### src/rtl/adder_accum.sv
// Streaming multi-operand accumulator: sums a packet of 32-bit words through one ripple adder32.
// Build option: define ADDER_ACCUM_SAT_EN to clamp the sum at 32'hFFFF_FFFF on the first carry-out.

module adder32 (
    input  logic [31:0] a,
    input  logic [31:0] b,
    input  logic        cin,
    output logic [31:0] sum,
    output logic        cout
);
    logic [32:0] c;

    always_comb begin
        c    = '0;
        sum  = '0;
        c[0] = cin;
        for (int i = 0; i < 32; i++) begin
            sum[i]   = a[i] ^ b[i] ^ c[i];
            c[i + 1] = (a[i] & b[i]) | (c[i] & (a[i] ^ b[i]));
        end
        cout = c[32];
    end
endmodule

module adder_accum #(
    parameter int CNT_W   = 8,
    parameter int CARRY_W = 8
) (
    input  logic               clk,
    input  logic               rst,
    input  logic               in_valid,
    output logic               in_ready,
    input  logic [31:0]        in_data,
    input  logic               in_last,
    output logic               out_valid,
    input  logic               out_ready,
    output logic [31:0]        out_sum,
    output logic [CARRY_W-1:0] out_carry,
    output logic [CNT_W-1:0]   out_count,
    output logic               out_ovf,
    output logic [1:0]         dbg_state
);
    // Handshakes: a beat transfers on a rising edge where valid && ready; the producer holds
    // valid and its payload stable until that edge, and ready never depends on valid.
    typedef enum logic [1:0] {
        IDLE  = 2'd0,
        ACCUM = 2'd1,
        DONE  = 2'd2
    } state_t;

    state_t              state;
    state_t              state_nxt;
    logic [31:0]         acc;
    logic [CARRY_W-1:0]  carry_cnt;
    logic [CNT_W-1:0]    op_cnt;
    logic                ovf;
    logic [31:0]         add_sum;
    logic                add_cout;
    logic                accept;
    logic                release_out;

    adder32 u_adder (
        .a    (acc),
        .b    (in_data),
        .cin  (1'b0),
        .sum  (add_sum),
        .cout (add_cout)
    );

    assign accept      = in_valid && in_ready;
    assign release_out = out_valid && out_ready;

    always_ff @(posedge clk or posedge rst) begin
        if (rst) state <= IDLE;
        else     state <= state_nxt;
    end

    always_comb begin
        state_nxt = state;
        case (state)
            IDLE:    if (accept) state_nxt = in_last ? DONE : ACCUM;
            ACCUM:   if (accept && in_last) state_nxt = DONE;
            DONE:    if (out_ready) state_nxt = IDLE;
            default: state_nxt = IDLE;
        endcase
    end

    always_comb begin
        in_ready  = 1'b1;
        out_valid = 1'b0;
        case (state)
            DONE:    begin in_ready = 1'b0; out_valid = 1'b1; end
            default: begin in_ready = 1'b1; out_valid = 1'b0; end
        endcase
    end

    // Packet state clears on the output handshake so IDLE always starts from a zero sum.
    always_ff @(posedge clk or posedge rst) begin
        if (rst) begin
            acc       <= '0;
            carry_cnt <= '0;
            op_cnt    <= '0;
            ovf       <= 1'b0;
        end else if (release_out) begin
            acc       <= '0;
            carry_cnt <= '0;
            op_cnt    <= '0;
            ovf       <= 1'b0;
        end else if (accept) begin
            if (op_cnt != {CNT_W{1'b1}}) op_cnt <= op_cnt + 1'b1;
`ifdef ADDER_ACCUM_SAT_EN
            // Once clamped, the sum is frozen; carry_cnt deliberately stays zero.
            if (!ovf) begin
                if (add_cout) begin
                    acc <= 32'hFFFF_FFFF;
                    ovf <= 1'b1;
                end else begin
                    acc <= add_sum;
                end
            end
`else
            acc <= add_sum;
            if (add_cout) begin
                ovf <= 1'b1;
                if (carry_cnt != {CARRY_W{1'b1}}) carry_cnt <= carry_cnt + 1'b1;
            end
`endif
        end
    end

    assign out_sum   = acc;
    assign out_carry = carry_cnt;
    assign out_count = op_cnt;
    assign out_ovf   = ovf;
    assign dbg_state = state;
endmodule

### config.mk
export PLATFORM = sky130hd
export DESIGN_NAME = adder_accum
export DESIGN_NICKNAME = d
export VERILOG_FILES = /design/src/rtl/adder_accum.sv
export SDC_FILE = /design/constraint.sdc
export NUM_CORES = 1
export LEC_CHECK = 0
export CAP_MARGIN = 20
export CORE_ASPECT_RATIO = 1.4
export CORE_MARGIN = 2
export CORE_UTILIZATION = 47
export DETAILED_ROUTE_END_ITERATION = 7
export PLACE_DENSITY = 0.89
export SYNTH_ARGS = -nofsm -noshare
export SYNTH_HDL_FRONTEND = slang
export SYNTH_SLANG_ARGS = --single-unit
### constraint.sdc
create_clock -name clk -period 14.6 [get_ports clk]
set_input_delay 1.46 -clock clk [delete_from_list [all_inputs] [get_ports clk]]
set_output_delay 1.46 -clock clk [all_outputs]
set_load 0.05 [all_outputs]
==> run metrics, run 1 <==
overall power 0.000846 W; CP max-delay cell clkdlybuf4s50_1; IO buf count 89; delay of the slowest critical-path stage 0.46 ns; row cnt 34; Hold Crit Start dbg_state[1]; gr usage total 0.202; share of post-route cells with drive strength above 1 0.0672; Final Skew 0.00826 ns; Mapped Area 2990 µm²; via/cell ratio 5.27; final setup TNS 0 ns; status finished, final reports clean; Final Util 0.658; # IOs 90; clock sinks 51; initial drt markers 91; CP startpoint kind primary input; synthesis-stage register bit count 51; Max VDD drop 0.0931 mV; Vias 2259; Worst-Skew Late Latency 0.30 ns; global-route wire length before repair 11300 µm; Slew HR 0.337; Synth area leader dfrtp_1; Pwr Density 209 nW/µm²; initial antenna violation count 0; max-slew violations 0; diode count 0; syn avg cell area 11.1 µm²; CP Max Fanout 7; commonest non-fill, non-tap cell in the layout clkdlybuf4s50_1; clk buf depth 2; measured slew at the worst slew-check pin 0.992 ns; Critical Path Sink Type register; Final Cycle Share 0.977; Die Wd 71.4 µm; Yosys Warn Count 0; Critical Path AT 14.47 ns; Max Clock Freq 70.1 MHz; CP Launch Point in_data[0]; post-layout min period 14.26 ns; Post-Route WL 6670 µm; Syn Nets 340; drt drc 0; routability-driven placement congestion ratio 0.779; largest net degree at the start of global routing 52; Die ar. 7020 µm²; DRT Pass-1 Iters 4; Layout Cells excl Fill 429; Root Buffer clkbuf_8; vias in the first global route 2404; CP required 14.82 ns; post-synthesis cell type count 39; Routed Antenna Nets 0; core outline area 6170 µm²; EDFF count, synth 0; Worst-path clk slew 0.09 ns; ys async rst share 1.00; leakage 1.75 nW; most common flop cell mapped by yosys dfrtp_1; WL/cell 15.6 µm; Final Hold Viols 0; CP delay by family, top adder cells; Remaining Overflow, GRT 0; Die Ht 98.3 µm; most frequent cells in the layout 89 x clkdlybuf4s50_1, 61 x inv_1, 51 x dfrtp_1, 28 x o2bb2ai_1, 24 x fa_1; top post-synthesis cells by area dfrtp_1 43%, fa_1 21%, o2bb2ai_1 8.2%; Mapped Cells 269; number of cells after detailed placement 420; area share of the largest cell type after synthesis 0.427; Seq/Total Area, Yosys 0.427; worst path buffer plus inverter count 5; H-tree levels 2; hold bufs inserted after CTS 0; number of CTS-inserted buffers 5; fin nets 429; CTS tree yes; cell mode on critical path fa_1; dpl hpwl 4970 µm; WS Path Type primary input to register; Setup-failing EPs final 0; area grow syn2layout 35.8%; HP Class register to register; max cap viols 0; initial core utilization 0.484; r2r startpoint out_sum[0]
## worst paths after layout
kind / slack [ns] / depth (start not counted) / endpoint
min in group asynchronous: 1.44 / 2 / out_sum[15]
worst max register to register: 1.57 / 39 / out_carry[0]
worst min-delay path: 0.49 / 1 / dbg_state[0]
max in group asynchronous: 12.64 / 3 / out_sum[3]
worst max-delay path: 0.34 / 40 / out_carry[0]
worst min register to register: 0.49 / 1 / dbg_state[0]
## layer usage
| metal | vias up | GRT usage | share of wire |
|---|---|---|---|
| met5 | - | 0 | 0 |
| met1 | 1140 | 0.258 | 0.41 |
| li1 | 1055 | - | - |
| met3 | 4 | 0.0351 | 0.056 |
| met2 | 60 | 0.358 | 0.53 |
| met4 | 0 | 0.0392 | 0.0063 |
## cell type report
| cell class | instances | area [µm²] |
|---|---|---|
| well taps | 72 | 90.1 |
| fillers | 484 | 2110 |
| repair buffers | 94 | 945 |
| inverters | 62 | 233 |
| flip-flops and latches | 51 | 1280 |
| clock buffers | 6 | 72.6 |
| multi-input cells | 144 | 1440 |
## report_power, final
part / switching, W / internal (W) / total [W]
clock: 0.0000447 / 0.0000321 / 0.0000769
sequential: 0.0000500 / 0.000195 / 0.000245
combinational: 0.000328 / 0.000196 / 0.000523
## logic make-up after synthesis
kind of cell    share of synthesized area
buf+inv                            0.0984
compound gates                      0.139
flops                               0.427
simple gates                       0.0888
fa+ha+maj                           0.220
mux                                0.0201
xor+xnor                          0.00586
## worst register-to-register path: cells and delay by family, from the launching register on
family          cells  cell delay, ns
simple gates        2            0.59
compound gates      1            0.16
flops               1            0.38
fa+ha+maj          32           11.41
buf+inv             4            0.39
## stage by stage
stage	area [µm²]	setup WS [ns]	hold WS, ns
floorplan	2990	0.838	0.752
global placement	3920	0.0614	0.472
detailed placement	3920	-0.274	0.481
CTS	4000	0.0101	0.493
global route	4060	-0.00496	0.510
finish	4060	0.342	0.491
## repair_timing
| action | CTS | global route |
|---|---|---|
| setup endpoints to repair | 0 | 8 |
| buffers inserted | 0 | 2 |
| gates resized for setup | 0 | 9 |
## flip-flops by register name, summed over array words and instances, names as in the netlist
name,flops
out_count,8
dbg_state,2
out_carry,8
out_sum,32
out_ovf,1
## synth_stat cells (2+ instances only)
cell and count:
o21ai_0 6, clkbuf_1 6, inv_1 62, buf_2 4, a21oi_1 8, o2bb2ai_1 28
a22o_1 4, or3_1 4, nand3_1 9, o31ai_1 2, dfrtp_1 51, nor2_1 7
fa_1 31, mux2i_1 6, nor3_1 2, ha_1 3, or4_1 2, nand2_1 11
and4_4 2, nand4_1 2
(Power assumes the default switching activity.)
==> inputs of run 2 (changes only) <==
--- a/config.mk
+++ b/config.mk
@@ -11,6 +11,7 @@
 export CORE_UTILIZATION = 47
 export DETAILED_ROUTE_END_ITERATION = 7
 export PLACE_DENSITY = 0.89
+export SETUP_SLACK_MARGIN = 0.4
 export SYNTH_ARGS = -nofsm -noshare
 export SYNTH_HDL_FRONTEND = slang
 export SYNTH_SLANG_ARGS = --single-unit
==> run 2 against run 1 <==
  * Clock-buffer cell count stayed put
  * Highest routed layer unchanged
  * Sequential share of layout area decreased by 0.29 points
  * Largest power group unchanged
  * Clock power about the same
==> run metrics, run 2 (synthesis gave the netlist of run 1 again) <==
status finished, final reports clean; max cap viols 0; share of post-route cells with drive strength above 1 0.0924; overall power 0.000851 W; clk buf depth 2; gr usage total 0.203; area grow syn2layout 37.0%; via/cell ratio 5.26; routability-driven placement congestion ratio 0.779; core outline area 6170 µm²; IO buf count 89; Pwr Density 208 nW/µm²; r2r startpoint out_sum[0]; CP Max Fanout 6; WS Path Type primary input to register; largest net degree at the start of global routing 52; diode count 0; fin nets 429; global-route wire length before repair 11400 µm; cell mode on critical path fa_1; vias in the first global route 2424; Reg-to-Reg End out_carry[0]; CP required 14.82 ns; worst path buffer plus inverter count 5; CTS tree yes; delay of the slowest critical-path stage 0.46 ns; clock sinks 51; Layout Cells excl Fill 429; measured slew at the worst slew-check pin 0.988 ns; CP startpoint kind primary input; Worst-path clk slew 0.09 ns; most frequent cells in the layout 89 x clkdlybuf4s50_1, 61 x inv_1, 51 x dfrtp_1, 28 x o2bb2ai_1, 17 x fa_1; initial core utilization 0.484; Setup WS pre-CTS -0.274 ns; CP max-delay cell clkdlybuf4s50_1; CP delay by family, top adder cells; Cells on Worst Hold Path 1; final worst slack 0.718 ns; RSZ-0062 raised after global routing false; Worst-Skew Late Latency 0.30 ns; # IOs 90; Setup-failing EPs final 0; dpl hpwl 4970 µm; Largest register FFs 32; WL/cell 15.9 µm; Hold Crit Start dbg_state[1]; Final Util 0.664; drt drc 0; row cnt 34; Die Wd 71.4 µm; Final Hold Viols 0; leakage 1.75 nW; Final Skew 0.00840 ns; number of CTS-inserted buffers 5; Slew HR 0.340; initial antenna violation count 0; initial drt markers 70; Remaining Overflow, GRT 0; Hold EP dbg_state[0]; Die ar. 7020 µm²; Reg2Reg Depth 39; commonest non-fill, non-tap cell in the layout clkdlybuf4s50_1; Vias 2257; R2R setup slack 1.94 ns; Routed Antenna Nets 0; number of cells after detailed placement 420; Final Cycle Share 0.951; Max VDD drop 0.0937 mV; HP Class register to register; Root Buffer clkbuf_8; hold bufs inserted after CTS 0; max-slew violations 0; Max Clock Freq 72.0 MHz; DRT Pass-1 Iters 4; Die Ht 98.3 µm; Critical Path AT 14.10 ns; H-tree levels 2; Post-Route WL 6810 µm; Critical Path Sink Type register; post-layout min period 13.88 ns
run 2: cell counts in the layout (fill, tap and decap cells not counted):
No cell type changed its count.
run 2: report_power, final:
part	switching, W	internal (W)
combinational	0.000330	0.000198
sequential	0.0000499	0.000195
clock	0.0000447	0.0000321
total	0.000425	0.000426
run 2: through the flow:
step                hold slack (ns)  cell area, µm²  setup TNS, ns
floorplan                     0.752            2990              0
global placement              0.472            3920              0
detailed placement            0.481            3920          -1.25
CTS                           0.493            4040              0
global route                  0.510            4090              0
finish                        0.499            4090              0
run 2: worst reg2reg max path, delay by kind of cell (launching register included):
| family | cells | cell delay [ns] |
|---|---|---|
| AO/OA/AOI/OAI | 1 | 0.16 |
| flip-flops | 1 | 0.38 |
| adder cells (fa/ha/maj) | 32 | 11.09 |
| buffers and inverters | 4 | 0.38 |
| AND/OR/NAND/NOR | 2 | 0.57 |
run 2: worst max path at each step:
stage | from | end | depth (start not counted)
2_1_floorplan | in_data[0] | out_carry[3] | 39
3_3_place_gp | in_data[0] | out_carry[6] | 39
6_report | in_data[0] | out_carry[0] | 40
4_1_cts | in_data[0] | out_carry[6] | 40
5_1_grt | in_data[0] | out_carry[0] | 40
3_5_place_dp | in_data[0] | out_carry[6] | 39
run 2: timing repair:
item	in CTS	in global routing
resized for setup	9	10
endpoints found under the setup margin	8	9
gates cloned	0	0
setup buffers	1	1
run 2: area by class of cell:
class,count,area (µm²)
fill,479,2070
clock buffer,6,72.6
sequential,51,1280
inverter,62,233
tap,72,90.1
timing repair buffer,94,945
multi-input combinational,144,1480
run 2: metal layers:
layer	vias to the layer above	global-route usage	wire length (µm)
met4	0	0.0450	63
met2	58	0.358	3620
li1	1055	-	-
met3	6	0.0372	362
met1	1138	0.258	2760
met5	-	0	0
==> inputs of run 3 (changes only) <==
--- a/config.mk
+++ b/config.mk
@@ -8,9 +8,10 @@
 export CAP_MARGIN = 20
 export CORE_ASPECT_RATIO = 1.4
 export CORE_MARGIN = 2
-export CORE_UTILIZATION = 47
+export CORE_UTILIZATION = 43
+export CTS_CLUSTER_DIAMETER = 30
 export DETAILED_ROUTE_END_ITERATION = 7
-export PLACE_DENSITY = 0.89
+export PLACE_DENSITY = 0.86
 export SETUP_SLACK_MARGIN = 0.4
 export SYNTH_ARGS = -nofsm -noshare
 export SYNTH_HDL_FRONTEND = slang
==> constraint.sdc (replaced) <==
create_clock -name clk -period 12.7 [get_ports clk]
set_input_delay 1.27 -clock clk [delete_from_list [all_inputs] [get_ports clk]]
set_output_delay 1.27 -clock clk [all_outputs]
set_load 0.05 [all_outputs]
==> run 3 against run 2 <==
  * The flow now finishes with violations (negative setup slack)
  * Global-route usage is 1.0 points lower
  * Combinational power is 20% higher
  * Total power up 19%
  * First-iteration DRC count up 29%
  * Final cell count is 6.3% higher
  * Wire length is 2.4% higher
  * Largest cell class unchanged
  * Core utilization is 2.4 points lower
  * Register-to-register slack worse by 1.4 ns
  * Largest power group unchanged
==> run metrics, run 3 (synthesis gave the netlist of run 1 again) <==
status finished with violations; failing checks negative setup slack; Final Cycle Share 1.00; HP Class register to register; CP delay by family, top adder cells; hold bufs inserted after CTS 0; CP Max Fanout 5; clock sinks 51; diode count 0; initial core utilization 0.449; share of post-route cells with drive strength above 1 0.187; Die Wd 74.5 µm; RSZ-0062 raised after global routing true; core outline area 6660 µm²; final worst slack -0.0330 ns; Final Hold Viols 0; Final Skew 0.00663 ns; final instance area 4260 µm²; Vias 2307; drt drc 0; commonest non-fill, non-tap cell in the layout clkdlybuf4s50_1; via/cell ratio 5.06; number of cells after detailed placement 445; Sw Share 0.497; Layout Cells excl Fill 456; vias in the first global route 2368; combinational power share 0.627; clk buf depth 2; initial drt markers 90; placed cell areas 4080 µm²; CP startpoint kind primary input; Die ar. 7640 µm²; initial antenna violation count 0; global-route wire length before repair 11400 µm; Post-Route WL 6980 µm; Max Clock Freq 78.5 MHz; leakage 1.77 nW; Critical Path Sink Type register; Flop pwr share 0.281; Worst-path clk slew 0.10 ns; largest net degree at the start of global routing 52; DRT Pass-1 Iters 4; routability-driven placement congestion ratio 0.823; worst path buffer plus inverter count 5; delay of the slowest critical-path stage 0.37 ns; Largest register FFs 32; CP required 12.93 ns; WS Path Type primary input to register; Routed Antenna Nets 0; Critical Path AT 12.96 ns; Root Buffer clkbuf_8; max-slew violations 0; Pwr Density 237 nW/µm²; switching power total 0.000502 W; area grow syn2layout 42.5%; max cap viols 0; WL/cell 15.3 µm; Cell Int Power 0.000509 W; CP max-delay cell fa_2; # IOs 90; H-tree levels 2; Remaining Overflow, GRT 0; clock share of power 0.092; post-layout min period 12.73 ns; cell mode on critical path fa_2; dpl hpwl 5210 µm; most frequent cells in the layout 86 x clkdlybuf4s50_1, 57 x inv_1, 51 x dfrtp_1, 31 x fa_2, 27 x o2bb2ai_1; fin nets 434; IO buf count 89; Worst-Skew Late Latency 0.30 ns; number of CTS-inserted buffers 5; overall power 0.00101 W; row cnt 35; measured slew at the worst slew-check pin 1.03 ns; gr usage total 0.193; Max VDD drop 0.142 mV; Die Ht 103 µm; CTS tree yes; Setup-failing EPs final 3; Slew HR 0.314
==> run 3: cell count changes in the layout (fill, tap and decap cells not counted), moves of 3 or more <==
| cell | change |
|---|---|
| fa_1 | -17 |
| fa_2 | +17 |
| buf_4 | +4 |
| inv_1 | -4 |
| inv_2 | +4 |
| clkdlybuf4s50_1 | -3 |
==> run 3: stage by stage <==
step	setup slack (ns)	util	hold slack (ns)	setup TNS, ns
2_1_floorplan	0.252	-	0.752	0
3_3_place_gp	-0.503	0.614	0.474	-3.62
3_5_place_dp	-0.788	0.614	0.483	-6.13
4_1_cts	-0.112	0.633	0.499	-0.401
5_1_grt	-0.299	0.640	0.527	-1.84
6_report	-0.0330	0.640	0.502	-0.0449
==> run 3: path summary, 6_finish.rpt <==
check	slack, ns	cells past startpoint	from	to
hold reg to reg	0.50	2	out_ovf	out_ovf
min in group asynchronous	1.35	2	rst	out_sum[5]
setup / recovery	-0.03	40	in_data[0]	out_carry[7]
hold / removal	0.50	2	out_ovf	out_ovf
setup reg to reg	0.57	39	out_sum[0]	out_carry[7]
max in group asynchronous	10.82	3	rst	out_count[6]
==> run 3: power groups by stage <==
| stage | sequential, W | combinational, W | clock (W) |
|---|---|---|---|
| 5_1_grt | 0.000294 | 0.000684 | 0.000103 |
| 6_report | 0.000284 | 0.000634 | 0.0000934 |
| 3_3_place_gp | 0.000283 | 0.000597 | 0 |
| 3_5_place_dp | 0.000286 | 0.000626 | 0 |
| 4_1_cts | 0.000284 | 0.000636 | 0.0000971 |
| 2_1_floorplan | 0.000490 | 0.000209 | 0 |
==> run 3: cell type report <==
cell class                      instances  area, µm²
Multi-Input combinational cell        144       1560
Fill cell                             550       2400
Inverter                               62        233
Tap cell                               92        115
Clock buffer                            6       72.6
Timing Repair Buffer                   99        986
Sequential cell                        51       1280
Clock inverter                          2       12.5
==> run 3: routing by layer <==
metal	up-vias	wire length (µm)	share of wire	GRT usage
met2	62	3810	0.55	0.339
met3	6	298	0.043	0.0293
met5	-	0	0	0
li1	1068	-	-	-
met4	0	48	0.0069	0.0467
met1	1171	2820	0.40	0.248
==> run 3: worst reg2reg max path, delay by kind of cell (launching register included) <==
kind,cells,cell delay (ns)
fa+ha+maj,32,10.56
buf+inv,4,0.34
mux,1,0.21
flops,1,0.41
simple gates,2,0.54
==> run 3: repair_timing <==
| item | CTS | global route |
|---|---|---|
| endpoints found under the setup margin | 11 | 10 |
| gates cloned | 0 | 0 |
| pin swaps | 6 | 4 |
| gates resized for setup | 19 | 3 |
| setup buffers | 1 | 1 |
